$ cat src/rtl/mac_r_frame_fetch_pkg.sv
// Shared types and constants for the rx frame fetch block: FSM states,
// descriptor field positions and Ethernet header byte offsets.
package mac_r_frame_fetch_pkg;

  typedef enum logic [2:0] {
    IDLE,
    PTR_WAIT,
    LOAD,
    XFER,
    DRAIN,
    FLUSH
  } state_t;

  localparam int LEN_MSB    = 12;
  localparam int LENERR_BIT = 14;
  localparam int CRCERR_BIT = 15;

  localparam int DMAC_FIRST  = 0;
  localparam int DMAC_LAST   = 5;
  localparam int ETYPE_FIRST = 12;
  localparam int ETYPE_LAST  = 13;

  localparam int LEN_W = 14;

  // One extra bit so a descriptor of 13'h1FFF still yields 8192 without wrapping.
  function automatic logic [LEN_W-1:0] desc_len(input logic [15:0] desc);
    return {1'b0, desc[LEN_MSB:0]} + LEN_W'(1);
  endfunction

endpackage

$ cat src/rtl/mac_r_frame_fetch_if.sv
// Bundles the descriptor FIFO, data FIFO, output stream, header and statistics
// signals of the frame fetch block.
interface mac_r_frame_fetch_if #(
  parameter int CNT_W = 16
);

  logic             ptr_fifo_empty;
  logic             ptr_fifo_rd;
  logic [15:0]      ptr_fifo_dout;
  logic             data_fifo_rd;
  logic [7:0]       data_fifo_dout;
  logic [7:0]       out_data;
  logic             out_valid;
  logic             out_sof;
  logic             out_eof;
  logic             out_ready;
  logic [12:0]      out_len;
  logic [47:0]      hdr_dmac;
  logic [15:0]      hdr_etype;
  logic             hdr_valid;
  logic [CNT_W-1:0] cnt_good;
  logic [CNT_W-1:0] cnt_drop;

  modport master (
    input  ptr_fifo_empty, ptr_fifo_dout, data_fifo_dout, out_ready,
    output ptr_fifo_rd, data_fifo_rd, out_data, out_valid, out_sof, out_eof,
           out_len, hdr_dmac, hdr_etype, hdr_valid, cnt_good, cnt_drop
  );

  modport slave (
    output ptr_fifo_empty, ptr_fifo_dout, data_fifo_dout, out_ready,
    input  ptr_fifo_rd, data_fifo_rd, out_data, out_valid, out_sof, out_eof,
           out_len, hdr_dmac, hdr_etype, hdr_valid, cnt_good, cnt_drop
  );

endinterface

$ cat src/rtl/mac_r_fetch_skid.sv
// Two-entry elastic buffer between the data FIFO return path and the output
// stream; each entry carries the byte plus its start/end-of-frame tags.
module mac_r_fetch_skid (
  input  logic       clk,
  input  logic       rst,
  input  logic       push,
  input  logic [7:0] push_data,
  input  logic       push_sof,
  input  logic       push_eof,
  input  logic       pop,
  output logic [7:0] data,
  output logic       sof,
  output logic       eof,
  output logic [1:0] count
);

  logic [9:0] entry [2];
  logic       wr_ptr;
  logic       rd_ptr;
  logic [1:0] count_q;
  logic       do_pop;
  logic       not_empty;
  logic [9:0] head;

  assign not_empty = (count_q != 2'd0);
  assign do_pop    = pop && not_empty;

  always_ff @(posedge clk or posedge rst) begin
    if (rst) begin
      entry[0] <= '0;
      entry[1] <= '0;
      wr_ptr   <= 1'b0;
      rd_ptr   <= 1'b0;
      count_q  <= 2'd0;
    end else begin
      if (push) begin
        entry[wr_ptr] <= {push_sof, push_eof, push_data};
        wr_ptr        <= ~wr_ptr;
      end
      if (do_pop) begin
        rd_ptr <= ~rd_ptr;
      end
      case ({push, do_pop})
        2'b10:   count_q <= count_q + 2'd1;
        2'b01:   count_q <= count_q - 2'd1;
        default: count_q <= count_q;
      endcase
    end
  end

  // Tags are masked when empty so a stale entry never looks like a frame edge.
  assign head  = entry[rd_ptr];
  assign data  = head[7:0];
  assign eof   = head[8] & not_empty;
  assign sof   = head[9] & not_empty;
  assign count = count_q;

endmodule

$ cat src/rtl/mac_r_frame_fetch.sv
// Pulls a descriptor and its frame bytes from the rx FIFOs, discards bad
// frames and streams good ones downstream while snooping DMAC and EtherType.
module mac_r_frame_fetch
  import mac_r_frame_fetch_pkg::*;
#(
  parameter int MTU   = 1500,
  parameter int CNT_W = 16
) (
  input logic                 clk,
  input logic                 rst_sys,
  mac_r_frame_fetch_if.master bus
);

  localparam logic [LEN_W-1:0] MAX_LEN = LEN_W'(MTU + 18);

  state_t           state;
  state_t           state_next;
  logic             ptr_rd;
  logic             data_rd;
  logic             xfer_rd;
  logic [LEN_W-1:0] load_len;
  logic             load_bad;
  logic [LEN_W-1:0] len_q;
  logic [LEN_W-1:0] remain_q;
  logic [LEN_W-1:0] ret_idx_q;
  logic             inflight_q;
  logic [2:0]       pending;
  logic [47:0]      dmac_q;
  logic [15:0]      etype_q;
  logic             hdr_valid_q;
  logic [CNT_W-1:0] cnt_good_q;
  logic [CNT_W-1:0] cnt_drop_q;
  logic             good_done;
  logic             drop_done;
  logic             out_valid;
  logic             skid_pop;
  logic             push_sof;
  logic             push_eof;
  logic [1:0]       skid_count;
  logic [7:0]       skid_data;
  logic             skid_sof;
  logic             skid_eof;

  assign load_len = desc_len(bus.ptr_fifo_dout);
  assign load_bad = bus.ptr_fifo_dout[CRCERR_BIT] | bus.ptr_fifo_dout[LENERR_BIT] |
                    (load_len > MAX_LEN);
  assign pending  = {1'b0, skid_count} + {2'b00, inflight_q};

  always_ff @(posedge clk or posedge rst_sys) begin
    if (rst_sys) begin
      state <= IDLE;
    end else begin
      state <= state_next;
    end
  end

  // Reads in XFER are throttled so every returning byte is guaranteed a skid slot.
  always_comb begin
    state_next = state;
    ptr_rd     = 1'b0;
    xfer_rd    = 1'b0;
    data_rd    = 1'b0;
    case (state)
      IDLE: begin
        if (!bus.ptr_fifo_empty) begin
          state_next = PTR_WAIT;
        end
      end
      PTR_WAIT: begin
        ptr_rd     = 1'b1;
        state_next = LOAD;
      end
      LOAD: begin
        state_next = load_bad ? DRAIN : XFER;
      end
      XFER: begin
        xfer_rd = (remain_q != '0) && (pending < 3'd2);
        data_rd = xfer_rd;
        if (xfer_rd && (remain_q == LEN_W'(1))) begin
          state_next = FLUSH;
        end
      end
      DRAIN: begin
        data_rd = 1'b1;
        if (remain_q == LEN_W'(1)) begin
          state_next = IDLE;
        end
      end
      FLUSH: begin
        if ((skid_count == 2'd0) && !inflight_q) begin
          state_next = IDLE;
        end
      end
      default: begin
        state_next = IDLE;
      end
    endcase
  end

  assign good_done = (state == FLUSH) && (state_next == IDLE);
  assign drop_done = (state == DRAIN) && (state_next == IDLE);

  // Header bytes shift in as they return, so byte 0 ends up in the top octet.
  always_ff @(posedge clk or posedge rst_sys) begin
    if (rst_sys) begin
      len_q       <= '0;
      remain_q    <= '0;
      ret_idx_q   <= '0;
      inflight_q  <= 1'b0;
      dmac_q      <= '0;
      etype_q     <= '0;
      hdr_valid_q <= 1'b0;
    end else begin
      inflight_q  <= xfer_rd;
      hdr_valid_q <= inflight_q && (ret_idx_q == LEN_W'(ETYPE_LAST));
      if (state == LOAD) begin
        len_q     <= load_len;
        remain_q  <= load_len;
        ret_idx_q <= '0;
      end else begin
        if (data_rd) begin
          remain_q <= remain_q - LEN_W'(1);
        end
        if (inflight_q) begin
          ret_idx_q <= ret_idx_q + LEN_W'(1);
        end
      end
      if (inflight_q && (ret_idx_q <= LEN_W'(DMAC_LAST))) begin
        dmac_q <= {dmac_q[39:0], bus.data_fifo_dout};
      end
      if (inflight_q && (ret_idx_q >= LEN_W'(ETYPE_FIRST)) &&
          (ret_idx_q <= LEN_W'(ETYPE_LAST))) begin
        etype_q <= {etype_q[7:0], bus.data_fifo_dout};
      end
    end
  end

  always_ff @(posedge clk or posedge rst_sys) begin
    if (rst_sys) begin
      cnt_good_q <= '0;
      cnt_drop_q <= '0;
    end else begin
      if (good_done && (cnt_good_q != {CNT_W{1'b1}})) begin
        cnt_good_q <= cnt_good_q + CNT_W'(1);
      end
      if (drop_done && (cnt_drop_q != {CNT_W{1'b1}})) begin
        cnt_drop_q <= cnt_drop_q + CNT_W'(1);
      end
    end
  end

  assign push_sof  = (ret_idx_q == '0);
  assign push_eof  = (ret_idx_q == (len_q - LEN_W'(1)));
  assign out_valid = (skid_count != 2'd0);
  assign skid_pop  = out_valid && bus.out_ready;

  mac_r_fetch_skid u_skid (
    .clk       (clk),
    .rst       (rst_sys),
    .push      (inflight_q),
    .push_data (bus.data_fifo_dout),
    .push_sof  (push_sof),
    .push_eof  (push_eof),
    .pop       (skid_pop),
    .data      (skid_data),
    .sof       (skid_sof),
    .eof       (skid_eof),
    .count     (skid_count)
  );

  assign bus.ptr_fifo_rd  = ptr_rd;
  assign bus.data_fifo_rd = data_rd;
  assign bus.out_valid    = out_valid;
  assign bus.out_data     = skid_data;
  assign bus.out_sof      = skid_sof;
  assign bus.out_eof      = skid_eof;
  assign bus.out_len      = skid_sof ? len_q[12:0] : 13'd0;
  assign bus.hdr_dmac     = dmac_q;
  assign bus.hdr_etype    = etype_q;
  assign bus.hdr_valid    = hdr_valid_q;
  assign bus.cnt_good     = cnt_good_q;
  assign bus.cnt_drop     = cnt_drop_q;

endmodule

$ cat src/flat_wrapper.sv
// flat-port wrapper written by rule: the top's interface ports become plain ports
module mac_r_frame_fetch_flat import mac_r_frame_fetch_pkg::*;
#(
  parameter int MTU   = 1500,
  parameter int CNT_W = 16
)
  (clk, rst_sys, bus_ptr_fifo_empty, bus_ptr_fifo_dout, bus_data_fifo_dout, bus_out_ready, bus_ptr_fifo_rd, bus_data_fifo_rd, bus_out_data, bus_out_valid, bus_out_sof, bus_out_eof, bus_out_len, bus_hdr_dmac, bus_hdr_etype, bus_hdr_valid, bus_cnt_good, bus_cnt_drop);
  mac_r_frame_fetch_if #(.CNT_W(CNT_W)) bus_i ();
  input logic clk;
  input logic rst_sys;
  input wire logic [$bits(bus_i.ptr_fifo_empty)-1:0] bus_ptr_fifo_empty;
  input wire logic [$bits(bus_i.ptr_fifo_dout)-1:0] bus_ptr_fifo_dout;
  input wire logic [$bits(bus_i.data_fifo_dout)-1:0] bus_data_fifo_dout;
  input wire logic [$bits(bus_i.out_ready)-1:0] bus_out_ready;
  output wire logic [$bits(bus_i.ptr_fifo_rd)-1:0] bus_ptr_fifo_rd;
  output wire logic [$bits(bus_i.data_fifo_rd)-1:0] bus_data_fifo_rd;
  output wire logic [$bits(bus_i.out_data)-1:0] bus_out_data;
  output wire logic [$bits(bus_i.out_valid)-1:0] bus_out_valid;
  output wire logic [$bits(bus_i.out_sof)-1:0] bus_out_sof;
  output wire logic [$bits(bus_i.out_eof)-1:0] bus_out_eof;
  output wire logic [$bits(bus_i.out_len)-1:0] bus_out_len;
  output wire logic [$bits(bus_i.hdr_dmac)-1:0] bus_hdr_dmac;
  output wire logic [$bits(bus_i.hdr_etype)-1:0] bus_hdr_etype;
  output wire logic [$bits(bus_i.hdr_valid)-1:0] bus_hdr_valid;
  output wire logic [$bits(bus_i.cnt_good)-1:0] bus_cnt_good;
  output wire logic [$bits(bus_i.cnt_drop)-1:0] bus_cnt_drop;
  assign bus_i.ptr_fifo_empty = bus_ptr_fifo_empty;
  assign bus_i.ptr_fifo_dout = bus_ptr_fifo_dout;
  assign bus_i.data_fifo_dout = bus_data_fifo_dout;
  assign bus_i.out_ready = bus_out_ready;
  assign bus_ptr_fifo_rd = bus_i.ptr_fifo_rd;
  assign bus_data_fifo_rd = bus_i.data_fifo_rd;
  assign bus_out_data = bus_i.out_data;
  assign bus_out_valid = bus_i.out_valid;
  assign bus_out_sof = bus_i.out_sof;
  assign bus_out_eof = bus_i.out_eof;
  assign bus_out_len = bus_i.out_len;
  assign bus_hdr_dmac = bus_i.hdr_dmac;
  assign bus_hdr_etype = bus_i.hdr_etype;
  assign bus_hdr_valid = bus_i.hdr_valid;
  assign bus_cnt_good = bus_i.cnt_good;
  assign bus_cnt_drop = bus_i.cnt_drop;
  mac_r_frame_fetch #(.MTU(MTU), .CNT_W(CNT_W)) u_core (.clk(clk), .rst_sys(rst_sys), .bus(bus_i));
endmodule
$ cat config.mk
export PLATFORM = sky130hd
export DESIGN_NAME = mac_r_frame_fetch_flat
export DESIGN_NICKNAME = d
export VERILOG_FILES = /design/src/rtl/mac_r_frame_fetch_pkg.sv /design/src/rtl/mac_r_frame_fetch_if.sv /design/src/rtl/mac_r_fetch_skid.sv /design/src/rtl/mac_r_frame_fetch.sv /design/src/flat_wrapper.sv
export SDC_FILE = /design/constraint.sdc
export NUM_CORES = 1
export LEC_CHECK = 0
export BUFFER_PORTS_ARGS = -buffer_cell sky130_fd_sc_hd__buf_2
export CAP_MARGIN = 20
export CELL_PAD_IN_SITES_DETAIL_PLACEMENT = 0
export CELL_PAD_IN_SITES_GLOBAL_PLACEMENT = 2
export CORE_UTILIZATION = 33
export DETAILED_ROUTE_END_ITERATION = 12
export GPL_TIMING_DRIVEN = 1
export PLACE_DENSITY = 0.85
export REMOVE_ABC_BUFFERS = 1
export SETUP_SLACK_MARGIN = 0.15
export SYNTH_ARGS = -nofsm -noshare
export SYNTH_HDL_FRONTEND = slang
export SYNTH_SLANG_ARGS = --single-unit
$ cat constraint.sdc
create_clock -name clk -period 4.8 [get_ports clk]
set_input_delay 0.72 -clock clk [delete_from_list [all_inputs] [get_ports clk]]
set_output_delay 0.72 -clock clk [all_outputs]
set_load 0.01 [all_outputs]
**Word level (Yosys, flattened, before mapping)**

Cells that the tools add are included.

- Register bits: 167
- Bits of input ports: 28
- Output and inout bits: 123
- Word-level logic and storage cells: 97

- Add/sub/neg operators: 9
- Order comparisons: 8
- Equal/unequal tests: 12
- Multiplexer cells: 21
- Bitwise operators: 8
- Reduce and logical (&&, ||, !) cells: 24

Operators with widths:

| kind | number |
|---|---|
| $mux W14 | 4 |
| $mux W10 | 4 |
| $add A16 B1 Y16 const B | 2 |
| $ne A16 B16 Y1 const B | 2 |
| $sub A14 B1 Y14 const B | 2 |
| $bwmux W20 | 1 |
| $pmux W3 S6 | 1 |
| $mux W3 | 5 |
| $add A13 B1 Y14 const B | 1 |
| $add A14 B1 Y14 const B | 1 |
| $eq A14 B1 Y1 const B | 1 |
| $eq A14 B14 Y1 | 1 |
| $eq A14 B4 Y1 const B | 1 |
| $ge A14 B4 Y1 const B | 1 |
| $gt A14 B11 Y1 const B | 1 |
| $le A14 B3 Y1 const B | 1 |
| $le A14 B4 Y1 const B | 1 |
| $logic_and A1 B1 Y1 | 14 |
| $logic_not A14 Y1 | 1 |
| $reduce_bool A14 Y1 | 1 |
| $mux W13 | 1 |
| $demux W10 S1 | 1 |
| $reduce_bool A2 Y1 | 4 |
| $eq A3 B2 Y1 const B | 2 |
| other kinds (20) | 28 |

**Longest topological paths before layout**

- Depth in word-level cells: 9
- Gate-level depth with buffers: 9
- Depth with buffers taken out: 8

**Cells and area by module**

From an unflattened synthesis, not the netlist that was laid out.

- Cell total of the unflattened synthesis: 719
- Area, all modules: 8224.1 um2

Modules (own cells, without submodules):

| module | instances | cells each | area an instance (um2) | seq. area each (um2) |
|---|---|---|---|---|
| mac_r_frame_fetch | 1 | 648 | 7136.8 | 3578.4 |
| mac_r_fetch_skid | 1 | 71 | 1087.3 | 600.6 |

**Worst setup path after synthesis**

Ideal clock, no wire load.

- Kind: in2reg
- Start: in bus_ptr_fifo_dout[5]
- End: reg u_core.state[2]
- Setup time: 0.126 ns
- Data arrival time: 2.612 ns
- Data required time: 4.674 ns
- Path slack: 2.062 ns
- Cell stages on the path: 7
- Buffers on the path: 1
- Cells stage by stage: clkbuf_1 > nand3_1 > nor4_1 > mux2_2 > nor4_1 > o21ai_0 > a221o_1

- Cells in the longest elaborated chain, start to end: 5

Ends and longest elaborated chain:

| item | RTL line | source |
|---|---|---|
| start: declaration | flat_wrapper.sv:12 | `input wire logic [$bits(bus_i.ptr_fifo_dout)-1:0] bus_ptr_fifo_dout;` |
| $add A13 B1 Y14 | mac_r_frame_fetch_pkg.sv:27 | `return {1'b0, desc[LEN_MSB:0]} + LEN_W'(1);` |
| $gt A14 B11 Y1 | mac_r_frame_fetch.sv:46 | `(load_len > MAX_LEN);` |
| $or A1 B1 Y1 | mac_r_frame_fetch.sv:45 | `assign load_bad = bus.ptr_fifo_dout[CRCERR_BIT] \| bus.ptr_fifo_dout[LENERR_BIT] \|` |
| $mux W3 | mac_r_frame_fetch.sv:74 | `state_next = load_bad ? DRAIN : XFER;` |
| $pmux W3 S6 | mac_r_frame_fetch.sv:63 | `case (state)` |
| via u_core.state_next[2] | mac_r_frame_fetch.sv:17 | `state_t state_next;` |
| end signal: assignment | mac_r_frame_fetch.sv:53 | `state <= state_next;` |
| end: declaration | mac_r_frame_fetch.sv:16 | `state_t state;` |

The timed path passes the listed nets, and every way through them passes these cells.
A chain may end at the register's enable or synchronous reset.

**Worst setup path in the final report**

- Start: reg u_core.remain_q[2]
- End: out bus_data_fifo_rd

- Cells in the longest elaborated chain, start to end: 3

Ends and longest elaborated chain:

| item | RTL line | source |
|---|---|---|
| start: declaration | mac_r_frame_fetch.sv:24 | `logic [LEN_W-1:0] remain_q;` |
| start signal: assignment | mac_r_frame_fetch.sv:118 | `remain_q <= load_len;` |
| start signal: assignment | mac_r_frame_fetch.sv:122 | `remain_q <= remain_q - LEN_W'(1);` |
| $reduce_bool A14 Y1 | mac_r_frame_fetch.sv:77 | `xfer_rd = (remain_q != '0) && (pending < 3'd2);` |
| $logic_and A1 B1 Y1 | mac_r_frame_fetch.sv:77 |  |
| $pmux W1 S2 | mac_r_frame_fetch.sv:63 |  |
| end: declaration | flat_wrapper.sv:16 | `output wire logic [$bits(bus_i.data_fifo_rd)-1:0] bus_data_fifo_rd;` |

Every way passes these cells.

==> flow_metrics.tcl <==
set metrics [dict create \
    fin_worst_skew_ps 12.1 \
    power_density_nw_per_um2 543 \
    nets 910 \
    clock_tree.buffer_depth 2 \
    routed_wl_mm 18.6 \
    via_count 5904 \
    die_w_um 160 \
    clk_latency_ps 430 \
    max-cap-violations 0 \
    synth_simple_gate_area_share_pct 15.8 \
    hold_viol 0 \
    setup_viol 0 \
    syn2layout_area_growth_pct 21.1 \
    finalInstanceArea_um2 9930 \
    cts_buffers 17 \
    synthArstFlopShare_pct 100 \
    power.total_uw 5390 \
    comb_power_share_pct 32.5 \
    wire_per_inst_um 15.4 \
    path_clk_slew_ps 70 \
    hp-class "in -> async" \
    seqPwrFrac_pct 40.8 \
    ys_seq_elements 167 \
    min_period_ps 3130 \
    synth_cells 726 \
    detailed_place_hpwl_mm 13.0 \
    grt_pass1_vias 5695 \
    ff_latch_area_um2 4180 \
    tritoncts "done" \
    fp-row-count 57 \
    worstPathMaxFanout 8 \
    postRouteAntennaNets 0 \
    placed_cell_area_um2 9290 \
    viasPerCell 4.89 \
    power_switching_uw 1930 \
    core-area_um2 24300 \
    cts_hold_buf 0 \
    rr_endpoint "u_core.bus.hdr_etype[15]" \
    worstPathCellList "or4_4 > nor4b_4 > a21oi_4 > nor2_8 > inv_1 > buf_2" \
    dpl.cell_count 1175 \
    cp_slowest_stage_delay_ps 600 \
    antenna_found_initial 1 \
    drc 0 \
    critPathLaunchType "flip-flop" \
    fp.dieH_um 160 \
    critPathRequiredTime_ps 4080 \
    drv_slew 0 \
    rsz0062_at_grt "no" \
    reg2reg_depth 5 \
    p_int_uw 3460 \
    post_synth.cell_area_avg_um2 11.3 \
    synth_area_um2 8200 \
    cts_sinks 167 \
    drive_above_1_share_pct 34.0 \
    antenna_cells 0 \
    p_clk_share_pct 26.7 \
    port_buffers 149 \
    multiInputGateArea_um2 3830 \
    crit-reg2reg-launch "u_core.ret_idx_q[8]" \
    fillers 2411 \
    place_congestion 0.761 \
    swShare_pct 35.8 \
    criticalPathCategory "reg -> out" \
    status "complete, no violations" \
    place_ws_ps 1660 \
    cts_resized 0 \
    max_clock_freq_ghz 0.320 \
    synth_compound_area_share_pct 7.14 \
    peakVddDrop_uv 206 \
    grt_max_degree 84 \
    crit_slowest_cell "or4_4" \
    holdWs_ps 408 \
    grt_pass1_wl_mm 31.0 \
    leakage_uw 0.00453 \
    max_slew_margin_pct 35.9 \
    die_area_um2 25500 \
    dr.first_iter.drc_count 275 \
    grtUsageTotal_pct 15.2 \
    synthXorXnorAreaFrac_pct 8.12 \
    layout.cells.non_filler 1207 \
    r2r_setup_slack_ps 2150 \
    synth.mux.area_fraction_pct 13.7 \
    cp.arrival_ps 2410 \
    tightestPinTransition_ps 960 \
    synth-seq-area-share_pct 51.0 \
    post_cts_buffers 0 \
    yosysWarningCount 0 \
    start_util_pct 33.7 \
    period_share_pct 65.2 \
    synthDistinctLibCells 63 \
    grt.overflow.total 0 \
    first_pass_iters 4 \
    yosys.area_share.adder_pct 1.83 \
    crit_path_end_kind "primary output" \
    root_buffer "clkbuf_16" \
    io_pins 151 \
    synthFlopType "dfrtp_1" \
    fin_ws_ps 1670 \
    synth_edf_count 0 \
    synth_top_family_by_area "simple AND/OR/NAND/NOR gates" \
    cts-htree-levels 4 \
]
==> cells in the final DEF, fill, tap and decap left out, types with 13 or more instances in the layout <==
cell type / synthesis / routed
a21oi_1: 13 / 13
and2_1: 14 / 14
buf_2: 9 / 149
clkbuf_16: 0 / 17
dfrtp_1: 167 / 167
inv_1: 22 / 21
mux2_2: 94 / 94
nand2_1: 46 / 46
nand3_1: 28 / 28
nand4_1: 18 / 18
nor2_1: 60 / 60
nor3_1: 15 / 15
xnor2_1: 36 / 36
xor2_1: 40 / 40
==> cells by family (layout without fill, tap and decap cells) <==
kind of cell    count (synthesis)  in the layout
simple gates                  240            240
flops                         167            167
mux                           100            100
compound gates                 79             79
xor+xnor                       76             76
buf+inv                        52            209
fa+ha+maj                      12             12
==> metrics by stage <==
step / utilization (%) / setup TNS [ps]
after global placement: 38.2 / 0
final: 40.8 / 0
after global routing: 40.8 / 0
after CTS: 40.8 / 0
after floorplan: - / -73210
after detailed placement: 38.2 / 0
==> power by group through the flow <==
| stage | Sequential [uW] | Clock, uW | Combinational (uW) |
|---|---|---|---|
| floorplan | 2270 | 0 | 1070 |
| global route | 2280 | 1540 | 1930 |
| detailed placement | 2230 | 0 | 1780 |
| finish | 2200 | 1440 | 1750 |
| global placement | 2220 | 0 | 1750 |
| CTS | 2210 | 1480 | 1780 |
==> routing by layer <==
layer | wire, um | global-route usage [%]
met1 | 9200 | 21.5
met2 | 8470 | 23.8
met3 | 687 | 2.57
met4 | 203 | 4.46
met5 | 0 | 0
==> state kept, by name (all words and copies together), names as in the netlist <==
name	cells
u_core.bus.cnt_drop	16
u_core.bus.cnt_good	16
u_core.bus.hdr_dmac	48
u_core.bus.hdr_etype	16
u_core.bus.hdr_valid	1
u_core.inflight_q	1
u_core.len_q	14
u_core.remain_q	14
u_core.ret_idx_q	14
u_core.state	3
u_core.u_skid.count	2
u_core.u_skid.entry	20
u_core.u_skid.rd_ptr	1
u_core.u_skid.wr_ptr	1
==> final cells by class <==
class / count / area share [%]
clock buffers: 17 / 4.29
repair buffers: 155 / 7.97
inverters: 22 / 0.882
well taps: 324 / 4.08
flip-flops and latches: 167 / 42.1
multi-input cells: 507 / 38.6
clock inverters: 15 / 2.13
==> critical path: cells and delay by family, from the launching register on <==
family	cells	cell delay, ps
buf+inv	2	180
flops	1	440
compound gates	1	170
simple gates	3	1190
==> worst max-delay path by stage <==
stage                         start                      to  depth (start not counted)
5_1_grt          u_core.remain_q[2]        bus_data_fifo_rd                          6
2_1_floorplan               rst_sys  u_core.bus.cnt_drop[0]                          1
3_5_place_dp   bus_ptr_fifo_dout[2]         u_core.state[2]                          7
4_1_cts          u_core.remain_q[2]        bus_data_fifo_rd                          6
6_report         u_core.remain_q[2]        bus_data_fifo_rd                          6
3_3_place_gp   bus_ptr_fifo_dout[2]         u_core.state[2]                          7
==> synthesized netlist by cell type (3+ instances only) <==
cell type  count  share of area (%)
dfrtp_1      167                 51
mux2_2        94                 13
nor2_1        60                2.7
nand2_1       46                2.1
xor2_1        40                4.3
xnor2_1       36                3.8
nand3_1       28                1.7
inv_1         22                1.0
nand4_1       18                1.4
clkbuf_1      16               0.73
nor3_1        15               0.92
and2_1        14                1.1
a21oi_1       13               0.79
ha_1          12                1.8
o21ai_0       12               0.73
and3_1         9               0.69
buf_2          9               0.55
nor4_1         9               0.69
or3_1          6               0.46
a211oi_1       5               0.46
buf_1          5               0.23
mux2i_1        5               0.61
nand2b_1       5               0.38
nor3b_1        5               0.46
o211ai_1       5               0.46
o21a_1         5               0.46
and4_1         4               0.43
o311ai_0       4               0.43
or4_1          4               0.37
a211o_1        3               0.32
o2111ai_1      3               0.32
o21ai_1        3               0.18
Power figures use the tool's default switching activity.
